$ cat config.mk
export PLATFORM = sky130hd
export DESIGN_NAME = serdes_tx_framer
export DESIGN_NICKNAME = d
export VERILOG_FILES = /design/src/rtl/serdes_pkg.sv /design/src/rtl/serdes_tx_fifo.sv /design/src/rtl/serdes_tx_framer.sv
export SDC_FILE = /design/constraint.sdc
export NUM_CORES = 1
export LEC_CHECK = 0
export BUFFER_PORTS_ARGS = -buffer_cell sky130_fd_sc_hd__buf_2
export CAP_MARGIN = 20
export CORE_ASPECT_RATIO = 1.1
export CORE_MARGIN = 8
export CORE_UTILIZATION = 57
export DETAILED_ROUTE_END_ITERATION = 6
export PLACE_DENSITY = 0.83
export SYNTH_ARGS = -nofsm -noshare
export SYNTH_HDL_FRONTEND = slang
export SYNTH_SLANG_ARGS = --single-unit
$ cat constraint.sdc
create_clock -name clk -period 2.42 [get_ports clk]
set_input_delay 0.363 -clock clk [delete_from_list [all_inputs] [get_ports clk]]
set_output_delay 0.363 -clock clk [all_outputs]
set_load 0.01 [all_outputs]
$ cat src/rtl/serdes_pkg.sv
// rtl/serdes_pkg.sv - shared types and helpers for the serial tx/rx datapath
package serdes_pkg;

    // Frame FSM states
    typedef enum logic [1:0] {
        ST_IDLE  = 2'd0,
        ST_START = 2'd1,
        ST_SHIFT = 2'd2,
        ST_GAP   = 2'd3
    } tx_state_e;

    localparam int DATA_W_DEF = 8;

    // Width of a counter that must hold 0..n-1 (never narrower than 1 bit)
    function automatic int cnt_w(input int n);
        return (n <= 2) ? 1 : $clog2(n);
    endfunction

endpackage

$ cat src/rtl/serdes_tx_fifo.sv
// rtl/serdes_tx_fifo.sv - small synchronous FIFO for the tx framer holding buffer
module serdes_tx_fifo #(
    parameter int WIDTH = 16,
    parameter int DEPTH = 4
) (
    input  logic             clk,
    input  logic             rst,
    input  logic             push,
    input  logic             pop,
    input  logic [WIDTH-1:0] din,
    output logic [WIDTH-1:0] dout,
    output logic             full,
    output logic             empty
);
    localparam int AW = $clog2(DEPTH);

    logic [WIDTH-1:0] mem_q [DEPTH];
    logic [AW:0]      wr_q;
    logic [AW:0]      rd_q;

    assign empty = (wr_q == rd_q);
    assign full  = (wr_q[AW] != rd_q[AW]) && (wr_q[AW-1:0] == rd_q[AW-1:0]);
    assign dout  = mem_q[rd_q[AW-1:0]];

    // Pointer update; the extra MSB separates full from empty
    always_ff @(posedge clk or posedge rst) begin
        if (rst) begin
            wr_q <= '0;
            rd_q <= '0;
        end else begin
            if (push && !full) wr_q <= wr_q + 1'b1;
            if (pop && !empty) rd_q <= rd_q + 1'b1;
        end
    end

    // Storage array, no reset needed since empty masks stale entries
    always_ff @(posedge clk) begin
        if (push && !full) mem_q[wr_q[AW-1:0]] <= din;
    end

endmodule

$ cat src/rtl/serdes_tx_framer.sv
// rtl/serdes_tx_framer.sv - A/B pair to framed two-lane serial stream; SERDES_TX_FIFO_EN selects a FIFO holding buffer
module serdes_tx_framer
    import serdes_pkg::*;
#(
    parameter int DATA_W     = DATA_W_DEF,
    parameter int GAP_CYCLES = 0,
    parameter int FIFO_DEPTH = 4
) (
    input  logic              clk,
    input  logic              rst,
    input  logic              en,
    input  logic              in_valid,
    output logic              in_ready,
    input  logic [DATA_W-1:0] in_a,
    input  logic [DATA_W-1:0] in_b,
    output logic              start,
    output logic              a_bit,
    output logic              b_bit,
    output logic              busy,
    output logic              frame_done
);
    localparam int CNT_W = cnt_w(DATA_W);
    localparam int GAP_W = 4;

    tx_state_e          state_q;
    logic [DATA_W-1:0]  sh_a_q;
    logic [DATA_W-1:0]  sh_b_q;
    logic [CNT_W-1:0]   cnt_q;
    logic [GAP_W-1:0]   gap_cnt_q;
    logic               start_q;
    logic               a_bit_q;
    logic               b_bit_q;
    logic               busy_q;
    logic               frame_done_q;

    logic               push;
    logic               pop;
    logic               buf_empty;
    logic [DATA_W-1:0]  head_a;
    logic [DATA_W-1:0]  head_b;

    assign push = in_valid && in_ready;

`ifdef SERDES_TX_FIFO_EN
    logic buf_full;

    serdes_tx_fifo #(
        .WIDTH (2 * DATA_W),
        .DEPTH (FIFO_DEPTH)
    ) u_fifo (
        .clk   (clk),
        .rst   (rst),
        .push  (push),
        .pop   (pop),
        .din   ({in_a, in_b}),
        .dout  ({head_a, head_b}),
        .full  (buf_full),
        .empty (buf_empty)
    );

    assign in_ready = !buf_full;
`else
    logic              hold_v_q;
    logic [DATA_W-1:0] hold_a_q;
    logic [DATA_W-1:0] hold_b_q;

    // Single-entry holding register; push needs it empty, pop needs it full
    always_ff @(posedge clk or posedge rst) begin
        if (rst) begin
            hold_v_q <= 1'b0;
            hold_a_q <= '0;
            hold_b_q <= '0;
        end else if (push) begin
            hold_v_q <= 1'b1;
            hold_a_q <= in_a;
            hold_b_q <= in_b;
        end else if (pop) begin
            hold_v_q <= 1'b0;
        end
    end

    assign buf_empty = !hold_v_q;
    assign head_a    = hold_a_q;
    assign head_b    = hold_b_q;
    // An out-of-range depth setting blocks input rather than passing silently
    assign in_ready  = !hold_v_q && (FIFO_DEPTH >= 2);
`endif

    // Decide whether this enabled edge enters START; the head is popped on that edge
    always_comb begin
        pop = 1'b0;
        if (en && !buf_empty) begin
            case (state_q)
                ST_IDLE:  pop = 1'b1;
                ST_SHIFT: pop = (cnt_q == '0) && (GAP_CYCLES == 0);
                ST_GAP:   pop = (gap_cnt_q == '0);
                default:  pop = 1'b0;
            endcase
        end
    end

    // Frame FSM with shifters and registered outputs; everything holds while en is low
    always_ff @(posedge clk or posedge rst) begin
        if (rst) begin
            state_q      <= ST_IDLE;
            sh_a_q       <= '0;
            sh_b_q       <= '0;
            cnt_q        <= '0;
            gap_cnt_q    <= '0;
            start_q      <= 1'b0;
            a_bit_q      <= 1'b0;
            b_bit_q      <= 1'b0;
            busy_q       <= 1'b0;
            frame_done_q <= 1'b0;
        end else if (en) begin
            if (pop) begin
                state_q      <= ST_START;
                sh_a_q       <= head_a;
                sh_b_q       <= head_b;
                start_q      <= 1'b1;
                busy_q       <= 1'b1;
                a_bit_q      <= 1'b0;
                b_bit_q      <= 1'b0;
                frame_done_q <= 1'b0;
            end else begin
                case (state_q)
                    ST_START: begin
                        state_q      <= ST_SHIFT;
                        start_q      <= 1'b0;
                        a_bit_q      <= sh_a_q[DATA_W-1];
                        b_bit_q      <= sh_b_q[DATA_W-1];
                        sh_a_q       <= sh_a_q << 1;
                        sh_b_q       <= sh_b_q << 1;
                        cnt_q        <= CNT_W'(DATA_W - 1);
                        frame_done_q <= (DATA_W == 1);
                    end
                    ST_SHIFT: begin
                        if (cnt_q != '0) begin
                            a_bit_q      <= sh_a_q[DATA_W-1];
                            b_bit_q      <= sh_b_q[DATA_W-1];
                            sh_a_q       <= sh_a_q << 1;
                            sh_b_q       <= sh_b_q << 1;
                            cnt_q        <= cnt_q - 1'b1;
                            frame_done_q <= (cnt_q == CNT_W'(1));
                        end else begin
                            a_bit_q      <= 1'b0;
                            b_bit_q      <= 1'b0;
                            frame_done_q <= 1'b0;
                            busy_q       <= 1'b0;
                            if (GAP_CYCLES > 0) begin
                                state_q   <= ST_GAP;
                                gap_cnt_q <= GAP_W'(GAP_CYCLES - 1);
                            end else begin
                                state_q   <= ST_IDLE;
                            end
                        end
                    end
                    ST_GAP: begin
                        if (gap_cnt_q != '0) gap_cnt_q <= gap_cnt_q - 1'b1;
                        else                 state_q   <= ST_IDLE;
                    end
                    default: ;
                endcase
            end
        end
    end

    assign start      = start_q;
    assign a_bit      = a_bit_q;
    assign b_bit      = b_bit_q;
    assign busy       = busy_q;
    assign frame_done = frame_done_q;

endmodule

Yosys cells after proc, flatten, opt, wreduce, memory -nomap -nowiden
Cells that the tools add are included.
- multiplexer cells: 30
- bitwise operators: 1
- reductions and logical operators: 21
- add/sub/neg operators: 2
- equal/unequal tests: 9
- operator list (operator ; number):
    $mux 8 ; 4
    $pmux 8 s2 ; 2
    $mux 1 ; 14
    $reduce_and 4->1 ; 3
    $ne 3x3->1 const B ; 3
    $reduce_bool 2->1 ; 4
    $reduce_bool 4->1 ; 2
    $mux 2 ; 3
    $pmux 1 s2 ; 3
    $pmux 2 s3 ; 1
    $pmux 3 s2 ; 1
    $reduce_and 3->1 ; 2
    $reduce_bool 3->1 ; 2
    $eq 2x2->1 const B ; 2
    $logic_not 4->1 ; 1
    $ne 2x2->1 const B ; 2
    $reduce_and 2->1 ; 2
    $sub 4x1->4 const B ; 1
    $eq 3x1->1 const B ; 1
    $logic_not 3->1 ; 1
    $mux 3 ; 1
    $pmux 1 s3 ; 1
    $sub 3x1->3 const B ; 1
    $eq 2x1->1 const B ; 1
    4 further kinds ; 5
- output and inout port bits: 6
- logic and storage cells: 76
- input port bits: 20
- register bits: 47

Logic depth before layout (Yosys ltp)
Gate-level depths: netlist of the first run.
- depth in word-level cells: 5
- depth in mapped cells: 8
- mapped depth without buffers: 7

Least setup slack after synthesis of the first run
No wires, ideal clock.
- path type: reg-to-reg
- from: register state_q[1]
- to: register sh_a_q[1]
- arrival: 1.650 ns
- setup slack: 0.648 ns
- stages on the path, launching flop included: 8
- setup time: 0.122 ns
- path through: dfrtp_1 -> inv_1 -> ha_1 -> and2b_4 -> o21ai_4 -> buf_6 -> mux2i_1 -> a21oi_2
- word-level cells in the longest chain between the ends: 5
- elaborated cells between the ends (all ways): 11
- classes of those cells: eq/ne: 4; mux: 4; reduce/logical: 3
- ends and longest elaborated chain (element ; line ; source):
    start, declared ; serdes_tx_framer.sv:25 ; tx_state_e state_q;
    start signal, assigned ; serdes_tx_framer.sv:105 ; state_q <= ST_IDLE;
    start signal, assigned ; serdes_tx_framer.sv:117 ; state_q <= ST_START;
    start signal, assigned ; serdes_tx_framer.sv:128 ; state_q <= ST_SHIFT;
    $eq 2x2->1, or another cell as far along ; serdes_tx_framer.sv:93 ; case (state_q)
    $pmux 1 s3 ; serdes_tx_framer.sv:93 ;
    $mux 1 ; serdes_tx_framer.sv:92 ; if (en && !buf_empty) begin
    $ne 3x3->1 (no line) / $reduce_bool 3->1 (equally long branches) ; n/a ;
    $reduce_and 3->1 (no line) ; n/a ;
    end signal, assigned ; serdes_tx_framer.sv:132 ; sh_a_q <= sh_a_q << 1;
    end signal, assigned ; serdes_tx_framer.sv:141 ; sh_a_q <= sh_a_q << 1;
    end, declared ; serdes_tx_framer.sv:26 ; logic [DATA_W-1:0] sh_a_q;
Parallel ways exist; a longest one is shown, timed or not.
A chain may end at the register's enable or synchronous reset.

Final worst setup path of the first run
- from: register state_q[1]
- to: register sh_a_q[2]
Same word-level chain as after synthesis.

==> results of run 1 <==
-- through the flow --
stage / area, um^2 / setup WS (ns) / power [W]
2_1_floorplan: 2257 / 0.6484 / 0.002477
3_3_place_gp: 2424 / 0.4343 / 0.002674
3_5_place_dp: 2424 / 0.4037 / 0.002752
4_1_cts: 2524 / 0.3781 / 0.003272
5_1_grt: 2524 / 0.2176 / 0.003472
6_report: 2524 / 0.3578 / 0.003240
-- area by class of cell --
| type | instances | area [um^2] | share of cell area |
|---|---|---|---|
| flip-flops and latches | 47 | 1176 | 0.4660 |
| multi-input cells | 126 | 974.7 | 0.3862 |
| repair buffers | 30 | 162.7 | 0.06445 |
| clock buffers | 8 | 100.1 | 0.03966 |
| well taps | 52 | 65.06 | 0.02578 |
| inverters | 12 | 45.04 | 0.01785 |
-- worst paths after layout --
kind	startpoint	slack (ns)	endpoint	cells past startpoint
max reg2reg	state_q[1]	0.36	sh_a_q[2]	6
max in group asynchronous	rst	1.71	head_a[2]	3
min	rst	0.14	sh_b_q[0]	2
min reg2reg	busy	0.47	busy	2
min in group clk	in_b[0]	0.27	head_b[0]	3
max	state_q[1]	0.36	sh_a_q[2]	6
-- synth_stat cells, drive strengths merged --
cell     number  area, um^2
a21o          1       7.510
a41oi         1       8.760
dfrtp        47        1176
a211oi        1       7.510
nor3          1       5.000
and2b         1       10.01
a2bb2oi       1       8.760
o31ai         1       7.510
nand3         6       30.03
o211ai        3       36.28
xnor2         3       26.28
nor2b         2       15.02
mux2         17       191.4
nor2         17       63.81
and2          1       6.260
o22ai         1       6.260
a311oi        1       15.01
o21ai         7       46.30
nand2b        1       6.260
nand2        15       56.30
buf           8       61.31
and4bb        1       16.27
mux2i        15       150.1
a21oi        17       126.4
inv          12       45.04
and3          1       6.260
nand3b        1       7.510
ha            7       87.58
a21bo         1       10.01
or3b          1       8.760
nor3b         1       7.510
-- kinds of logic after synthesis --
logic type,synth area share
buffers and inverters,0.04712
adders and majority gates,0.03880
xor gates and xnor gates,0.01164
AOI/OAI and AO/OA,0.1242
DFF,0.5211
and+or+nand+nor,0.1059
muxes,0.1513
-- per-layer routing --
metal | up-vias | global-route usage | wire (um)
met5 | - | 0 | 0
met4 | 0 | 0.07451 | 86
met3 | 8 | 0.03939 | 123
met2 | 23 | 0.2348 | 1998
met1 | 720 | 0.1573 | 1770
li1 | 717 | - | -
-- registers in the layout (all words and copies together), names as in the netlist --
register	count
head_a	8
head_b	8
sh_a_q	8
sh_b_q	8
gap_cnt_q	4
cnt_q	3
state_q	2
a_bit	1
b_bit	1
busy	1
frame_done	1
hold_v_q	1
start	1
-- critical path, delay by kind of cell (launching register included) --
family / cells / cell delay (ns)
flip-flops: 1 / 0.50
adder cells (fa/ha/maj): 1 / 0.43
AND/OR/NAND/NOR: 1 / 0.39
buffers and inverters: 1 / 0.22
multiplexers: 1 / 0.22
AO/OA/AOI/OAI: 2 / 0.18
-- report_power, final --
group,internal [W],total [W],switching (W),leakage (nW)
logic,0.000655,0.00133,0.000677,0.634
registers,0.00116,0.00140,0.000241,0.544
clock network,0.000261,0.000507,0.000246,0.0515
==> flow_metrics.tcl, run 1 <==
set metrics [dict create \
    period_share 0.8522 \
    clock.fmax_mhz 484.9 \
    cts_made_buffers 5 \
    antenna_found_initial 0 \
    diodes 0 \
    synthDistinctLibCells 37 \
    cp_data_required_time_ns 2.59 \
    powerDensity_nw_per_um2 1284 \
    portBuffers 25 \
    timing_worst_setup_path_type "reg -> reg" \
    hold_buffers 0 \
    nFillCells 311 \
    dieArea_um2 6232 \
    dieWidth_um 76 \
    row_count 24 \
    clkLatencyLatePin_ns 0.30 \
    cts_tree "yes" \
    synth_fp_nets 220 \
    postSynthAreaPerCell_um2 11.70 \
    wl_per_cell_um 14.47 \
    place.gp.congestion 0.8829 \
    yosysWarnings 0 \
    fin_tns_setup_ns 0 \
    core_area_um2 3874 \
    num_vias 1468 \
    areaGrowthSynthToFinish_pct 11.81 \
    io_pins 26 \
    clk_pin_slew_ns 0.08 \
    grt_max_degree 36 \
    cp.arrival_ns 2.23 \
    setup_viol 0 \
    dieHeight_um 82 \
    grt_pass1_wl_mm 6.913 \
    drive_gt1_frac 0.3229 \
    fin_cells 275 \
    crit_chain "ha_1 > nor2b_2 > o21ai_4 > buf_4 > mux2i_1 > a21oi_2" \
    maxCapViolCount 0 \
    mostFrequentLayoutCells "47 x dfrtp_1, 25 x buf_2, 17 x nor2_1, 17 x mux2_2" \
    finalWirelength_mm 3.979 \
    drtAntennaViolNets 0 \
    drt-initial-drc-count 79 \
    worst_pin_slew_ns 0.6125 \
    cts-root-buf "clkbuf_8" \
    crit_path_top_delay_cell "dfrtp_1" \
    drc 0 \
    grt_pass1_vias 1506 \
    hold_viol_final 0 \
    yosysSeqAreaShare 0.5211 \
    post_cts_resized 0 \
    firstDrtPassIters 4 \
    ys_ff_latch 47 \
    crit_path_start_kind "flop" \
    post-cts-setup-buffer-count 0 \
    syn_area_um2 2257 \
    netlist_instances 193 \
    period_minus_slack_ns 2.062 \
    hold_class "in -> async" \
    endpoint_kind "flop" \
    rsz0062_at_grt "no" \
    initial_core_util 0.5827 \
    status "finished clean" \
    max-slew-margin-rel 0.5911 \
    slew_violations 0 \
    fin_util 0.6515 \
    finalNetCount 249 \
    finClkSkew_ns 0.01106 \
    hpwlAfterDp_mm 2.867 \
    slowest_delay_ns 0.50 \
    irDropWorstVdd_v 0.0006657 \
    placed_cells 267 \
    p_leak_nw 1.230 \
    grt-ovfl-total 0 \
    track_usage 0.1382 \
    final_common_cell "dfrtp_1" \
    whs_ns 0.1356 \
    crit_path_max_fanout 16 \
    cts_sinks 47 \
    clock_path_buffers 2 \
    h-tree-depth 2 \
    vias_per_cell 5.338 \
]
Note: power is estimated with default switching activity, not from simulation.
==> run 2: changes to the inputs <==
==> constraint.sdc (replaced) <==
create_clock -name clk -period 2.42 [get_ports clk]
set_input_delay 0 -clock clk [delete_from_list [all_inputs] [get_ports clk]]
set_output_delay 0 -clock clk [all_outputs]
set_load 0.01 [all_outputs]
==> run 2 against run 1 <==
- power is 1.7% higher
- flip-flop and latch count did not move
- critical path depth stayed put
- cell area increased by 7.4%
- sequential power about the same
- setup slack worse by 0.0029 ns
- cell count increased by 5.8%
- largest cell class unchanged
- utilization grew 4.8 points
- clock power up 9.3%
- combinational power is essentially flat
- worst hold slack lost 0.039 ns
==> flow_metrics.tcl, run 2 (synthesis results as in run 1) <==
set metrics [dict create \
    status "finished clean" \
    max-slew-margin-rel 0.7098 \
    power_w 0.003295 \
    vias_per_cell 5.278 \
    post_cts_resized 0 \
    antenna_found_initial 0 \
    cp_top_family "flip-flops" \
    hpwlAfterDp_mm 2.663 \
    dieWidth_um 76 \
    mostFrequentLayoutCells "47 x dfrtp_1, 25 x buf_2, 18 x dlygate4sd3_1" \
    cp.arrival_ns 2.24 \
    firstDrtPassIters 5 \
    clkLatencyLatePin_ns 0.30 \
    finClkSkew_ns 0.006749 \
    clock.fmax_mhz 484.2 \
    drive_gt1_frac 0.2929 \
    drt-initial-drc-count 108 \
    place.gp.congestion 0.8892 \
    crit_path_start_kind "flop" \
    crit_path_max_fanout 16 \
    final_common_cell "dfrtp_1" \
    endpoint_kind "flop" \
    hold_viol_final 0 \
    worst_pin_slew_ns 0.4307 \
    crit_path_top_delay_cell "dfrtp_1" \
    hold_class "in -> reg" \
    clk_pin_slew_ns 0.08 \
    multi_input_area_um2 974.7 \
    core_area_um2 3874 \
    h-tree-depth 2 \
    slowest_delay_ns 0.51 \
    dieArea_um2 6232 \
    dieHeight_um 82 \
    irDropWorstVdd_v 0.0006706 \
    fin_tns_setup_ns 0 \
    num_vias 1536 \
    finalWirelength_mm 4.019 \
    drc 0 \
    crit_chain "ha_1 > and2b_4 > o21ai_4 > buf_4 > mux2i_1 > a21oi_2" \
    wl_per_cell_um 13.81 \
    period_share 0.8533 \
    grt_pass1_wl_mm 6.762 \
    grt_max_degree 48 \
    setup_viol 0 \
    rsz0062_at_grt "no" \
    portBuffers 25 \
    track_usage 0.1330 \
    critPathBufInv 1 \
    timing_worst_setup_path_type "reg -> reg" \
    cp_data_required_time_ns 2.60 \
    cts_tree "yes" \
    drtAntennaViolNets 0 \
    initial_core_util 0.5827 \
    finalNetCount 266 \
    powerDensity_nw_per_um2 1215 \
    diodes 0 \
    ff_latch_area_um2 1176 \
    row_count 24 \
    cts_sinks 47 \
    grt-ovfl-total 0 \
    period_minus_slack_ns 2.065 \
    areaGrowthSynthToFinish_pct 20.12 \
    cts_made_buffers 5 \
    io_pins 26 \
    grt_pass1_vias 1584 \
    cts-root-buf "clkbuf_8" \
    nFillCells 278 \
    p_leak_nw 1.304 \
    clock_path_buffers 2 \
    slew_violations 0 \
    maxCapViolCount 0 \
]
run 2: cell types whose count changed in the layout (fill, tap and decap cells not counted), sizes merged:
cell         previous run  this run
buf                    30        29
bufinv                  0         1
clkbuf                  8         6
dlygate4sd3             0        18
run 2: layout make-up:
type	count	share of cell area
clock buffers	6	0.02677
clock inverters	1	0.01108
inverters	12	0.01661
multi-input cells	126	0.3595
flip-flops and latches	47	0.4338
well taps	52	0.02400
repair buffers	47	0.1283
run 2: path summary, 6_finish.rpt:
check                           start          to  slack (ns)  cells after the start
min                                en  state_q[1]         0.1                      2
max                        state_q[1]   sh_a_q[3]        0.35                      6
min reg2reg                      busy        busy        0.48                      2
max reg2reg                state_q[1]   sh_a_q[3]        0.35                      6
min in group asynchronous         rst        busy        0.14                      3
max in group asynchronous         rst   head_a[5]        1.83                      4
run 2: worst reg2reg max path, cell delays in order, from the launching register on:
cell,delay (ns)
dfrtp_1,0.51
ha_1,0.43
and2b_4,0.26
o21ai_4,0.11
buf_4,0.27
mux2i_1,0.29
a21oi_2,0.08
run 2: power by group:
part	total, W	leakage, nW	switching [W]	internal, W
sequential	0.00140	0.544	0.000236	0.00116
combinational	0.00134	0.709	0.000671	0.000674
clock	0.000554	0.0513	0.000251	0.000303
total	0.00329	1.30	0.00116	0.00214
run 2: stage by stage:
step | hold WS, ns | cell area (um^2) | utilization | std cells | setup WS, ns
after floorplan | 0.1168 | 2257 | - | 193 | 0.6484
after global placement | 0.2052 | 2409 | 0.6218 | 265 | 0.4350
after detailed placement | 0.2100 | 2409 | 0.6218 | 265 | 0.3624
after CTS | 0.08366 | 2691 | 0.6948 | 290 | 0.3438
after global routing | 0.1312 | 2711 | 0.6999 | 291 | 0.2181
final | 0.09679 | 2711 | 0.6999 | 291 | 0.3549
run 2: routing by layer:
| metal | part of all wire | vias up | track usage |
|---|---|---|---|
| met4 | 0.020 | 0 | 0.07451 |
| met3 | 0.030 | 10 | 0.03173 |
| met5 | 0 | - | 0 |
| met2 | 0.50 | 27 | 0.2408 |
| li1 | - | 756 | - |
| met1 | 0.45 | 743 | 0.1424 |
run 2: timing repair:
item                                   CTS  global route
buffers inserted                         0             0
hold buffers                            18             0
endpoints found under the hold margin   64             0
